### config.mk
export PLATFORM = sky130hd
export DESIGN_NAME = dff_reg_arbiter
export DESIGN_NICKNAME = d
export VERILOG_FILES = /design/src/rtl/dff_reg_arbiter.sv
export SDC_FILE = /design/constraint.sdc
export NUM_CORES = 1
export LEC_CHECK = 0
export ABC_AREA = 1
export BUFFER_PORTS_ARGS = -buffer_cell sky130_fd_sc_hd__buf_2
export CAP_MARGIN = 30
export CORE_MARGIN = 5
export CORE_UTILIZATION = 49
export CTS_BUF_LIST = sky130_fd_sc_hd__clkbuf_2 sky130_fd_sc_hd__clkbuf_4 sky130_fd_sc_hd__clkbuf_8
export DETAILED_ROUTE_END_ITERATION = 8
export PLACE_DENSITY = 0.91
export SYNTH_ARGS = -nofsm -noshare
export SYNTH_HDL_FRONTEND = slang
export SYNTH_SLANG_ARGS = --single-unit
### constraint.sdc
create_clock -name CLK -period 2.7 [get_ports CLK]
set_clock_uncertainty 0.1 [all_clocks]
set_input_delay 0.135 -clock CLK [delete_from_list [all_inputs] [get_ports CLK]]
set_output_delay 0.135 -clock CLK [all_outputs]
set_load 0.05 [all_outputs]
### src/rtl/dff_reg_arbiter.sv
// Round-robin arbiter that owns the D/ClrN/PreN pins of a shared DFF register.
// Optional owner locking is enabled with `define SHREG_LOCK_EN.
module dff_reg_arbiter #(
  parameter int unsigned W    = 8,
  parameter int unsigned NREQ = 4
) (
  input  logic                CLK,
  input  logic                Clr,
  input  logic [NREQ-1:0]     req,
  input  logic [2*NREQ-1:0]   op,
  input  logic [W*NREQ-1:0]   data,
  input  logic [W*NREQ-1:0]   mask,
`ifdef SHREG_LOCK_EN
  input  logic [NREQ-1:0]     lock,
`endif
  input  logic [W-1:0]        reg_Q,
  output logic [W-1:0]        reg_D,
  output logic [W-1:0]        reg_ClrN,
  output logic [W-1:0]        reg_PreN,
  output logic [NREQ-1:0]     gnt,
  output logic [NREQ-1:0]     done,
  output logic                busy
);

  localparam int unsigned PtrW = (NREQ > 1) ? $clog2(NREQ) : 1;

  localparam logic [1:0] OpLoad   = 2'b00;
  localparam logic [1:0] OpClear  = 2'b01;
  localparam logic [1:0] OpPreset = 2'b10;
  localparam logic [1:0] OpNop    = 2'b11;

  typedef enum logic [1:0] {
    StIdle  = 2'b00,
    StApply = 2'b01,
    StDone  = 2'b10
  } state_e;

  state_e            state_q, state_d;
  logic [PtrW-1:0]   ptr_q, ptr_d;
  logic [PtrW-1:0]   own_q, own_d;
  logic [1:0]        op_q, op_d;
  logic [W-1:0]      data_q, data_d;
  logic [W-1:0]      mask_q, mask_d;
  logic [W-1:0]      clrn_q, clrn_d;
  logic [W-1:0]      pren_q, pren_d;
  logic              locked_q, locked_d;

  logic              found;
  logic [PtrW-1:0]   sel;
  logic [2*NREQ-1:0] op_shift;
  logic [W*NREQ-1:0] data_shift;
  logic [W*NREQ-1:0] mask_shift;
  logic [1:0]        op_sel;
  logic [W-1:0]      data_sel;
  logic [W-1:0]      mask_sel;

  // First requester at or after the pointer, wrapping; a locked owner is the only candidate.
  always_comb begin
    found = 1'b0;
    sel   = '0;
    for (int k = 0; k < int'(NREQ); k++) begin
      automatic int              idx  = int'(ptr_q) + k;
      automatic logic [PtrW-1:0] cand;
      if (idx >= int'(NREQ)) idx = idx - int'(NREQ);
      cand = PtrW'(idx);
      if (!found && req[cand]) begin
        found = 1'b1;
        sel   = cand;
      end
    end
    if (locked_q) begin
      found = req[own_q];
      sel   = own_q;
    end
  end

  always_comb begin
    op_shift   = op >> (2 * sel);
    data_shift = data >> (W * sel);
    mask_shift = mask >> (W * sel);
    op_sel     = op_shift[1:0];
    data_sel   = data_shift[W-1:0];
    mask_sel   = mask_shift[W-1:0];
  end

  always_comb begin
    state_d  = state_q;
    ptr_d    = ptr_q;
    own_d    = own_q;
    op_d     = op_q;
    data_d   = data_q;
    mask_d   = mask_q;
    clrn_d   = '1;
    pren_d   = '1;
    locked_d = locked_q;
    case (state_q)
      StIdle: begin
        if (found) begin
          state_d = StApply;
          own_d   = sel;
          op_d    = op_sel;
          data_d  = data_sel;
          mask_d  = mask_sel;
          // Pins are registered, so they must be set up on the edge entering APPLY.
          if (op_sel == OpClear)  clrn_d = ~mask_sel;
          if (op_sel == OpPreset) pren_d = ~mask_sel;
        end
      end
      StApply: begin
        state_d = StDone;
        if (!locked_q) begin
          if (own_q == PtrW'(NREQ - 1)) ptr_d = '0;
          else                          ptr_d = own_q + 1'b1;
        end
      end
      StDone: begin
        state_d = StIdle;
`ifdef SHREG_LOCK_EN
        locked_d = lock[own_q];
`else
        locked_d = 1'b0;
`endif
      end
      default: state_d = StIdle;
    endcase
  end

  always_ff @(posedge CLK) begin
    if (Clr) begin
      state_q  <= StIdle;
      ptr_q    <= '0;
      own_q    <= '0;
      op_q     <= OpNop;
      data_q   <= '0;
      mask_q   <= '0;
      clrn_q   <= '0;
      pren_q   <= '1;
      locked_q <= 1'b0;
    end else begin
      state_q  <= state_d;
      ptr_q    <= ptr_d;
      own_q    <= own_d;
      op_q     <= op_d;
      data_q   <= data_d;
      mask_q   <= mask_d;
      clrn_q   <= clrn_d;
      pren_q   <= pren_d;
      locked_q <= locked_d;
    end
  end

  always_comb begin
    reg_D = reg_Q;
    if (state_q == StApply) begin
      case (op_q)
        OpLoad:   reg_D = (data_q & mask_q) | (reg_Q & ~mask_q);
        OpClear:  reg_D = reg_Q & ~mask_q;
        OpPreset: reg_D = reg_Q | mask_q;
        default:  reg_D = reg_Q;
      endcase
    end
  end

  always_comb begin
    gnt  = '0;
    done = '0;
    if (state_q == StApply) gnt[own_q]  = 1'b1;
    if (state_q == StDone)  done[own_q] = 1'b1;
  end

  assign busy     = (state_q != StIdle);
  assign reg_ClrN = clrn_q;
  assign reg_PreN = pren_q;

endmodule
-- Word-level counts from Yosys, hierarchy flattened
Index checks and enable logic that the tools add are counted.
- register bits: 40
- output and inout port bits: 33
- logic and storage cells: 90
- $add $sub $neg: 8
- $lt $le $gt $ge: 10
- equality and inequality tests: 8
- shift operators: 3
- multiplexer cells: 32
- bitwise gates (word level): 9
- reductions and logical operators: 12
- operators by type and width (kind ; count):
    right shift 32 x 5 -> 8 bit ; 2
    two-way mux 8 bit ; 4
    case mux 8 bit (3 select lines) ; 1
    two-way mux 2 bit ; 10
    bitwise AND 8 bit ; 2
    inverter 8 bit ; 2
    bitwise OR 8 bit ; 2
    < comparator 2 x 3 -> 1 bit (second input constant) ; 5
    greater-or-equal comparator 3 bit (second input constant) ; 3
    two-way mux 1 bit ; 9
    binary-select mux 1 bit (select 2 bit) ; 4
    == test 2 bit (second input constant) ; 4
    two-way mux 4 bit ; 2
    right shift 8 x 3 -> 2 bit ; 1
    subtractor 2 x 1 -> 2 bit (second input constant) ; 4
    adder 2 x 2 -> 3 bit (second input constant) ; 2
    == test 2 x 1 -> 1 bit (second input constant) ; 3
    logical AND 1 bit ; 4
    zero test 2 bit ; 2
    case mux 2 bit (2 select lines) ; 1
    OR reduction 4 bit ; 1
    adder 2 x 1 -> 3 bit (second input constant) ; 1
    greater-or-equal comparator 2 x 3 -> 1 bit (second input constant) ; 1
    zero test 1 bit ; 3
    other kinds (7) ; 9

-- Depth between registers and ports, before layout
Gate-level depths: netlist of run 1.
- depth after elaboration: 19
- mapped depth: 15
- mapped depth without buffers: 15

-- Least setup slack after synthesis of run 1
Ideal clock, no wire load.
- kind: reg2out
- from: register state_q[0]
- to: output reg_D[0]
- arrival: 1.773 ns
- setup slack: 0.692 ns
- stages on the path, launching flop included: 7
- path buffers: 1
- cells stage by stage: dfxtp_1 -> inv_1 -> nor2_1 -> inv_1 -> clkbuf_1 -> nor2_1 -> a32oi_1
- cells in the longest elaborated chain, start to end: 2
- RTL lines (what ; RTL line ; source):
    from (decl) ; 38 ; state_e state_q, state_d;
    from (signal assigned) ; 130 ; state_q <= StIdle;
    from (signal assigned) ; 140 ; state_q <= state_d;
    == test 2 x 1 -> 1 bit ; 154 ; if (state_q == StApply) begin
    two-way mux 8 bit ; 154 ;
    to (decl) ; 17 ; output logic [W-1:0] reg_D,
Every way passes these cells.

-- Worst setup path after layout of run 1
- from: register ptr_q[0]
- to: register clrn_q[0], in the netlist reg_ClrN[0]
- cells in the longest elaborated chain, start to end: 19
- RTL lines (what ; RTL line ; source):
    from (decl) ; 39 ; logic [PtrW-1:0] ptr_q, ptr_d;
    from (signal assigned) ; 141 ; ptr_q <= ptr_d;
    parallel branches: the longest is 17 deep, another holds adder 2 x 1 -> 3 bit ; n/a ;
    two-way mux 8 bit * ; 98 ; if (found) begin
    two-way mux 8 bit * ; 96 ; case (state_q)
    to (signal assigned) ; 146 ; clrn_q <= clrn_d;
    to (decl) ; 44 ; logic [W-1:0] clrn_q, clrn_d;
Mark *: on every way between the ends. The select of a mux whose other input is x is not followed.
A chain may end at the register's enable or synchronous reset.

==> flow_summary.ini, run 1 <==
[drt]
drtAntennaViolNets = 0
drt-total-wl_um = 7390
first_iter_violations = 168
wl_per_cell_um = 13.2
vias = 2884
drt_first_pass_iters = 5
route.detailed.drc = 0
viasPerCell = 5.13

[worst_setup_path]
cp_max_fo = 44
startpoint_type = register
end_kind = register
arrival_ns = 2.49
path_class = register to register
crit_required_ns = 2.76

[global_route]
grt_start_max_net_pins = 45
grt_pass1_vias = 2848
overflow = 0
antenna_found_initial = 0
grt_pass1_wl_um = 12800
track_usage_pct = 21.5

[final_layout]
multiInputGateArea_um2 = 1580
seq_area_um2 = 801
final_core_util_pct = 64.0
antenna_cells = 0
final_common_cell = buf_2
nFillCells = 481
drive_gt1_share_pct = 36.4
syn_to_final_growth_pct = 25.3
layout.nets = 582
stdcell_count = 562
layout_common_cells = 118 x buf_2, 105 x nand2_1, 46 x nand3_1

[placed_design]
dp.cells = 555
dp_hpwl_um = 5970
port_buffers = 118
gp_congestion = 0.858

[synth]
syn_inst = 380
synth_cell_types = 33
synth_edf_count = 0
yosysTopAreaCell = dfxtp_1
ys_top_cells_by_area = dfxtp_1 30%, nand2_1 15%, nand3_1 8.7%, nand3_2 6.8%, nor2_1 5.8%
yosys_warnings = 0
synth_fp_nets = 470
synth_top_cell_area_share_pct = 30.1
syn_area_um2 = 2660
ys.flop_type = dfxtp_1
async_reset_ff_share_pct = 0
ys_seq_area_share_pct = 30.1
ys_seq_elements = 40
syn_area_per_cell_um2 = 7.00

[clock_network]
cts_hold_buffers = 0
cts_max_path_buffers = 2
clock_sinks = 40
cts_tree = yes
numCtsBuffers = 5
clock_latency_ns = 0.29
cts_max_level = 2
root_buffer = clkbuf_8
clkTransAtPathRegs_ns = 0.07

[sta]
hold_viol = 0
timing.fmax_ghz = 0.412
tightest_slew_ns = 0.647
fin_crit_sh_pct = 89.9
finalCriticalPeriod_ns = 2.43
rsz0062_at_grt = false
relSlewSlack_pct = 56.9
drv_slew = 0
setup_tns_ns = 0
finalSetupViolations = 0

[power_and_ir_drop]
power.leakage_nw = 1.70
vdd.ir_drop.worst_mv = 0.639
cellPowerDensity_nw_per_um2 = 1140
fin_total_pwr_mw = 3.79

[die]
ioPinCount = 119
die_width_um = 83.7
core_um2 = 5200
row_count = 26
initial_utilization_pct = 51.1
dieHeight_um = 83.7
dieArea_um2 = 7000

[run]
maxCapViolations = 0

[outcome]
outcome = finished clean

[min_path]
min_path_type = input port to register
[sequential cells by signal (all words and copies together), names as in the netlist]
register / cells
data_q: 8
mask_q: 8
op_q: 2
own_q: 2
ptr_q: 2
reg_ClrN: 8
reg_PreN: 8
state_q: 2
[final timing paths]
check / start / end / slack (ns) / cells after the start
worst max-delay path: ptr_q[0] / reg_ClrN[0] / 0.27 / 14
worst min-delay path: data[18] / data_q[2] / 0.01 / 3
worst max register to register: ptr_q[0] / reg_ClrN[0] / 0.27 / 14
worst min register to register: data_q[5] / data_q[5] / 0.36 / 2
[cells in the mapped netlist (2+ instances only)]
cell,number
buf_2,4
o211ai_1,3
buf_6,9
nand2_2,8
o22ai_1,2
nand2_1,105
inv_1,34
a32oi_1,8
ha_1,4
o211ai_2,5
inv_2,4
dfxtp_1,40
nand3_2,18
nor2_1,41
nand3_4,2
clkbuf_1,2
nand2_4,6
o21ai_1,6
nand3_1,46
o21ai_0,6
a211oi_1,2
nor2_8,2
a21oi_1,12
nor2_4,2
[worst max-delay path, stage by stage (launching register included)]
cell	delay, ns
dfxtp_1	0.34
buf_4	0.18
nand2_2	0.08
nand3_2	0.09
nand2_2	0.11
nor2_8	0.16
nand3_4	0.09
nand2_4	0.23
nand2_8	0.23
nand2_1	0.14
nand3_2	0.10
nand2_4	0.12
nand2_2	0.13
nor2_1	0.12
nor2_1	0.05
[layout make-up]
| cell class | instances | area share (%) |
|---|---|---|
| timing repair buffer | 121 | 18.4 |
| sequential | 40 | 24.0 |
| multi-input combinational | 284 | 47.5 |
| inverter | 40 | 4.58 |
| tap | 70 | 2.63 |
| clock buffer | 7 | 2.89 |
[metal layers]
metal	GRT usage [%]	wire (um)
met5	0	0
met4	5.85	95
met3	6.32	778
met2	34.9	3360
met1	27.6	3160
[logic make-up (layout without fill, tap and decap cells)]
group	count (synthesis)	after routing	synth area share [%]
buffers and inverters	56	168	10.7
adders and majority gates	4	4	1.88
DFF	40	40	30.1
AOI/OAI and AO/OA	46	46	12.0
and+or+nand+nor	234	234	45.3
[stage by stage]
| step | area (um^2) | hold WS [ns] | setup WS [ns] |
|---|---|---|---|
| after global placement | 3230 | 0.299 | 0.270 |
| after CTS | 3320 | 0.00598 | 0.124 |
| final | 3330 | 0.0126 | 0.274 |
| after global routing | 3330 | 0.00649 | 0.0237 |
| after floorplan | 2660 | 0.200 | 0.692 |
| after detailed placement | 3230 | 0.299 | 0.128 |
[repair_timing]
item	in CTS	in global routing
endpoints found under the hold margin	0	0
setup buffers	0	0
setup endpoints to repair	0	24
resized for setup	0	1
[report_power, final]
| group | internal (mW) | switching, mW | total, mW |
|---|---|---|---|
| Combinational | 0.682 | 1.74 | 2.42 |
| Clock | 0.227 | 0.188 | 0.416 |
| Sequential | 0.816 | 0.138 | 0.954 |
| Total | 1.73 | 2.07 | 3.79 |
No activity file was read; power rests on OpenSTA's default activity.
==> inputs of run 2 (changes only) <==
--- a/config.mk
+++ b/config.mk
@@ -9,10 +9,10 @@
 export BUFFER_PORTS_ARGS = -buffer_cell sky130_fd_sc_hd__buf_2
 export CAP_MARGIN = 30
 export CORE_MARGIN = 5
-export CORE_UTILIZATION = 49
+export CORE_UTILIZATION = 53
 export CTS_BUF_LIST = sky130_fd_sc_hd__clkbuf_2 sky130_fd_sc_hd__clkbuf_4 sky130_fd_sc_hd__clkbuf_8
 export DETAILED_ROUTE_END_ITERATION = 8
-export PLACE_DENSITY = 0.91
+export PLACE_DENSITY = 0.95
 export SYNTH_ARGS = -nofsm -noshare
 export SYNTH_HDL_FRONTEND = slang
 export SYNTH_SLANG_ARGS = --single-unit
==> constraint.sdc (replaced) <==
create_clock -name CLK -period 3.1 [get_ports CLK]
set_clock_uncertainty 0.1 [all_clocks]
set_input_delay 0.155 -clock CLK [delete_from_list [all_inputs] [get_ports CLK]]
set_output_delay 0.155 -clock CLK [all_outputs]
set_load 0.05 [all_outputs]
==> run 2 against run 1 <==
  * Utilization is 5.1 points higher
  * Critical path type unchanged
  * First-iteration DRC count is 38% higher
  * Critical path depth is 1 higher
  * Via count is 3.6% higher
  * Routed wire length is 3.9% higher
==> flow_summary.ini, run 2 (same netlist as run 1, synthesis figures left out) <==
[worst_setup_path]
critPathMaxStageDelay_ns = 0.60
cp_cell_sequence = inv_2 > nand2_1 > nand2_4 > nand2_4 > nand2_4 > nor2_8 > nand3_4 > nand2_4 > nand2_8 > nand2_1 > nand3_2 > nand2_4 > nand2_2 > nor2_1 > nor2_1
worst-r2r-setup-slack_ns = 0.34
cp_max_fo = 44
reg2reg_to = reg_ClrN[7]
critPathSlowestCell = dfxtp_1
path_class = register to register
startpoint_type = register
crit_required_ns = 3.17
worst-path-stages = 15
r2r_cells = 15
end_kind = register
arrival_ns = 2.83
cp_common_cell = nand2_4
cp.buffers_inverters = 1
critPathTopFamily = simple AND/OR/NAND/NOR gates
timing.rr.start = ptr_q[0]

[clock_network]
cts_max_path_buffers = 2
clkTransAtPathRegs_ns = 0.08
post_cts_buffers = 0
cts_max_level = 2
clock_sinks = 40
cts_tree = yes
clock_latency_ns = 0.29
numCtsBuffers = 5
root_buffer = clkbuf_8

[global_route]
overflow = 0
grt_start_max_net_pins = 45
track_usage_pct = 23.9
grt_pass1_wl_um = 12500
antenna_found_initial = 0
grt_pass1_vias = 2822

[placed_design]
dp.cells = 551
dp_hpwl_um = 6030
place_ws_ns = 0.254
gp_congestion = 0.904
port_buffers = 118

[drt]
drt_first_pass_iters = 4
drt-total-wl_um = 7680
wl_per_cell_um = 13.8
route.detailed.drc = 0
drtAntennaViolNets = 0
vias = 2988
viasPerCell = 5.35
first_iter_violations = 231

[die]
initial_utilization_pct = 55.6
dieArea_um2 = 6540
core_um2 = 4790
dieHeight_um = 80.8
die_width_um = 80.8
row_count = 25
ioPinCount = 119

[min_path]
hold_start = data[18]
min_delay_worst_endpoint = data_q[2]
min_path_type = input port to register
whs_path_depth = 3

[final_layout]
layout.nets = 581
stdcell_count = 558
final_common_cell = buf_2
nFillCells = 395
drive_gt1_share_pct = 36.3
antenna_cells = 0
syn_to_final_growth_pct = 24.3
layout_common_cells = 118 x buf_2, 105 x nand2_1, 46 x nand3_1

[sta]
hold_viol = 0
setup_tns_ns = 0
tightest_slew_ns = 0.595
relSlewSlack_pct = 60.3
drv_slew = 0
fin_crit_sh_pct = 88.9
finalSetupViolations = 0
timing.fmax_ghz = 0.363
rsz0062_at_grt = false
finalCriticalPeriod_ns = 2.76
timing.final.ws_setup_ns = 0.343

[power_and_ir_drop]
cellPowerDensity_nw_per_um2 = 993
vdd.ir_drop.worst_mv = 0.641
fin_total_pwr_mw = 3.29
power.leakage_nw = 1.68

[outcome]
outcome = finished clean

[run]
maxCapViolations = 0
[run 2: power breakdown]
| part | switching, mW | internal, mW | leakage [nW] |
|---|---|---|---|
| logic | 1.53 | 0.590 | 1.31 |
| registers | 0.124 | 0.710 | 0.331 |
| clock network | 0.179 | 0.152 | 0.0400 |
| total | 1.83 | 1.45 | 1.68 |
[run 2: cell type report]
| class | count | area (um^2) | share of cell area, % |
|---|---|---|---|
| Inverter | 40 | 153 | 4.62 |
| Timing Repair Buffer | 120 | 606 | 18.3 |
| Multi-Input combinational cell | 284 | 1580 | 47.9 |
| Sequential cell | 40 | 801 | 24.2 |
| Tap cell | 67 | 83.8 | 2.53 |
| Clock inverter | 2 | 12.5 | 0.378 |
| Clock buffer | 5 | 68.8 | 2.08 |
[run 2: through the flow]
step / hold WS [ns] / utilization, % / cell area (um^2)
2_1_floorplan: 0.220 / - / 2660
3_3_place_gp: 0.316 / 67.2 / 3220
3_5_place_dp: 0.322 / 67.2 / 3220
4_1_cts: 0.0244 / 68.9 / 3300
5_1_grt: 0.0307 / 69.1 / 3310
6_report: 0.0272 / 69.1 / 3310
[run 2: metal layers]
layer  vias to the layer above  routed length [um]  GRT usage, %
li1                       1464                   -             -
met1                      1358                3100          30.5
met2                       155                3770          41.5
met3                        11                 684          3.44
met4                         0                 123          7.09
met5                         -                   0             0
[run 2: how the worst max path moves through the flow]
stage / from / end / slack (ns)
after detailed placement: ptr_q[0] / data_q[5] / 0.25
final: ptr_q[0] / reg_ClrN[7] / 0.34
after global placement: ptr_q[0] / data_q[1] / 0.44
after floorplan: state_q[0] / reg_D[0] / 1.07
after CTS: ptr_q[0] / data_q[5] / 0.25
after global routing: ptr_q[0] / reg_ClrN[7] / 0.09
[run 2: timing repair]
| item | CTS | global route |
|---|---|---|
| hold buffers | 0 | 0 |
| endpoints found under the setup margin | 0 | 8 |
| gates resized for setup | 0 | 1 |
[run 2: worst register-to-register path: stages, from the launching register on]
cell and delay [ns]:
dfxtp_1 0.60, inv_2 0.16, nand2_1 0.14, nand2_4 0.09, nand2_4 0.08, nand2_4 0.07
nor2_8 0.11, nand3_4 0.09, nand2_4 0.24, nand2_8 0.24, nand2_1 0.15, nand3_2 0.09
nand2_4 0.14, nand2_2 0.13, nor2_1 0.15, nor2_1 0.07
==> inputs of run 3 (changes only) <==
--- a/config.mk
+++ b/config.mk
@@ -12,7 +12,7 @@
 export CORE_UTILIZATION = 53
 export CTS_BUF_LIST = sky130_fd_sc_hd__clkbuf_2 sky130_fd_sc_hd__clkbuf_4 sky130_fd_sc_hd__clkbuf_8
 export DETAILED_ROUTE_END_ITERATION = 8
-export PLACE_DENSITY = 0.95
+export PLACE_DENSITY = 0.89
 export SYNTH_ARGS = -nofsm -noshare
 export SYNTH_HDL_FRONTEND = slang
 export SYNTH_SLANG_ARGS = --single-unit
==> run 3 against run 2 <==
  * Utilization did not move
  * Routed wire length fell by 2.3%
  * Combinational power barely moved
  * Highest routed layer unchanged
  * Worst hold slack improved by 0.0011 ns
==> flow_summary.ini, run 3 (same netlist as run 1, synthesis figures left out) <==
[die]
initial_utilization_pct = 55.6
dieHeight_um = 80.8
row_count = 25
ioPinCount = 119
die_width_um = 80.8
core_um2 = 4790
dieArea_um2 = 6540

[global_route]
overflow = 0
busiest_layer = met2
grt_pass1_wl_um = 12100
grtUsageMet3_pct = 3.88
antenna_found_initial = 0
track_usage_pct = 23.1
gr-usage-met1_pct = 28.4
met2_usage_pct = 40.1
grt_start_max_net_pins = 45
grt_pass1_vias = 2871

[sta]
finalCriticalPeriod_ns = 2.73
relSlewSlack_pct = 57.2
tightest_slew_ns = 0.643
rsz0062_at_grt = false
hold_viol = 0
fin_crit_sh_pct = 87.9
timing.final.ws_setup_ns = 0.374
timing.fmax_ghz = 0.367
drv_slew = 0
setup_tns_ns = 0
finalSetupViolations = 0

[placed_design]
dpl-instance-area_um2 = 3220
dp_hpwl_um = 5930
port_buffers = 118
gp_congestion = 0.886
place_ws_ns = 0.264

[power_and_ir_drop]
p_seq_share_pct = 25.5
p_int_mw = 1.45
vdd.ir_drop.worst_mv = 0.707
pwr-share-clk_pct = 10.1
cellPowerDensity_nw_per_um2 = 989
pwr-share-comb_pct = 64.3
switching_power_mw = 1.82
power.leakage_nw = 1.68
switching_share_pct = 55.6

[clock_network]
numCtsBuffers = 5
cts_tree = yes
root_buffer = clkbuf_8
clock_sinks = 40
cts_hold_buffers = 0
cts_max_level = 2
cts_max_path_buffers = 2
clock_latency_ns = 0.28
clkTransAtPathRegs_ns = 0.08

[drt]
wl_per_cell_um = 13.4
drt_first_pass_iters = 5
vias = 2942
first_iter_violations = 178
viasPerCell = 5.27
drtAntennaViolNets = 0
route.detailed.drc = 0
drt-total-wl_um = 7510

[final_layout]
nFillCells = 415
fin_area_um2 = 3310
layout_common_cells = 118 x buf_2, 105 x nand2_1, 46 x nand3_1
antenna_cells = 0
drive_gt1_share_pct = 36.3
multiInputGateArea_um2 = 1580
seq_area_um2 = 801
syn_to_final_growth_pct = 24.3
final_common_cell = buf_2
final_core_util_pct = 69.1
layout.nets = 581

[worst_setup_path]
cp_max_fo = 44
startpoint_type = register
end_kind = register
path_class = register to register
crit_required_ns = 3.17
r2r_cells = 15
arrival_ns = 2.80

[outcome]
outcome = finished clean

[min_path]
whs_path_depth = 3
min_path_type = input port to register

[run]
maxCapViolations = 0
-- run 3: cell counts in the layout (fill, tap and decap cells not counted) --
No cell type changed its count.
-- run 3: stage by stage --
step | power [mW] | std cells | hold slack [ns]
floorplan | 2.60 | 380 | 0.220
detailed placement | 2.92 | 551 | 0.331
CTS | 3.25 | 558 | 0.0274
global placement | 2.85 | 551 | 0.319
global route | 3.53 | 558 | 0.0376
finish | 3.27 | 558 | 0.0283
-- run 3: what timing repair did --
item	4_1_cts	5_1_grt
resized for setup	0	1
endpoints found under the setup margin	0	5
setup buffers	0	0
-- run 3: worst paths after layout --
kind | start | to | slack [ns]
max | ptr_q[0] | reg_ClrN[6] | 0.37
min | data[18] | data_q[2] | 0.03
max reg2reg | ptr_q[0] | reg_ClrN[6] | 0.37
min reg2reg | data_q[6] | data_q[6] | 0.36
-- run 3: critical path: stages, from the launching register on --
cell	delay [ns]
dfxtp_1	0.59
inv_2	0.16
nand2_1	0.15
nand2_4	0.09
nand2_4	0.08
nand2_4	0.06
nor2_8	0.11
nand3_4	0.09
nand2_4	0.24
nand2_8	0.23
nand2_1	0.16
nand3_2	0.10
nand2_4	0.14
nand2_2	0.12
nor2_1	0.13
nor2_1	0.05
-- run 3: power groups by stage --
stage          logic [mW]  registers (mW)  clock network [mW]
3_3_place_gp         2.02           0.835                   0
3_5_place_dp         2.08           0.841                   0
4_1_cts              2.08           0.830               0.336
6_report             2.10           0.834               0.332
2_1_floorplan        1.59            1.01                   0
5_1_grt              2.32           0.858               0.359
-- run 3: metal layers --
metal	share of wire, %	vias up
li1	-	1459
met4	1.4	0
met5	0	-
met3	9.2	10
met2	49	163
met1	40	1310
-- run 3: final cells by class --
class,count,share of cell area (%)
multi-input cells,284,47.9
inverters,40,4.62
flip-flops and latches,40,24.2
clock inverters,2,0.378
well taps,67,2.53
clock buffers,5,2.08
repair buffers,120,18.3
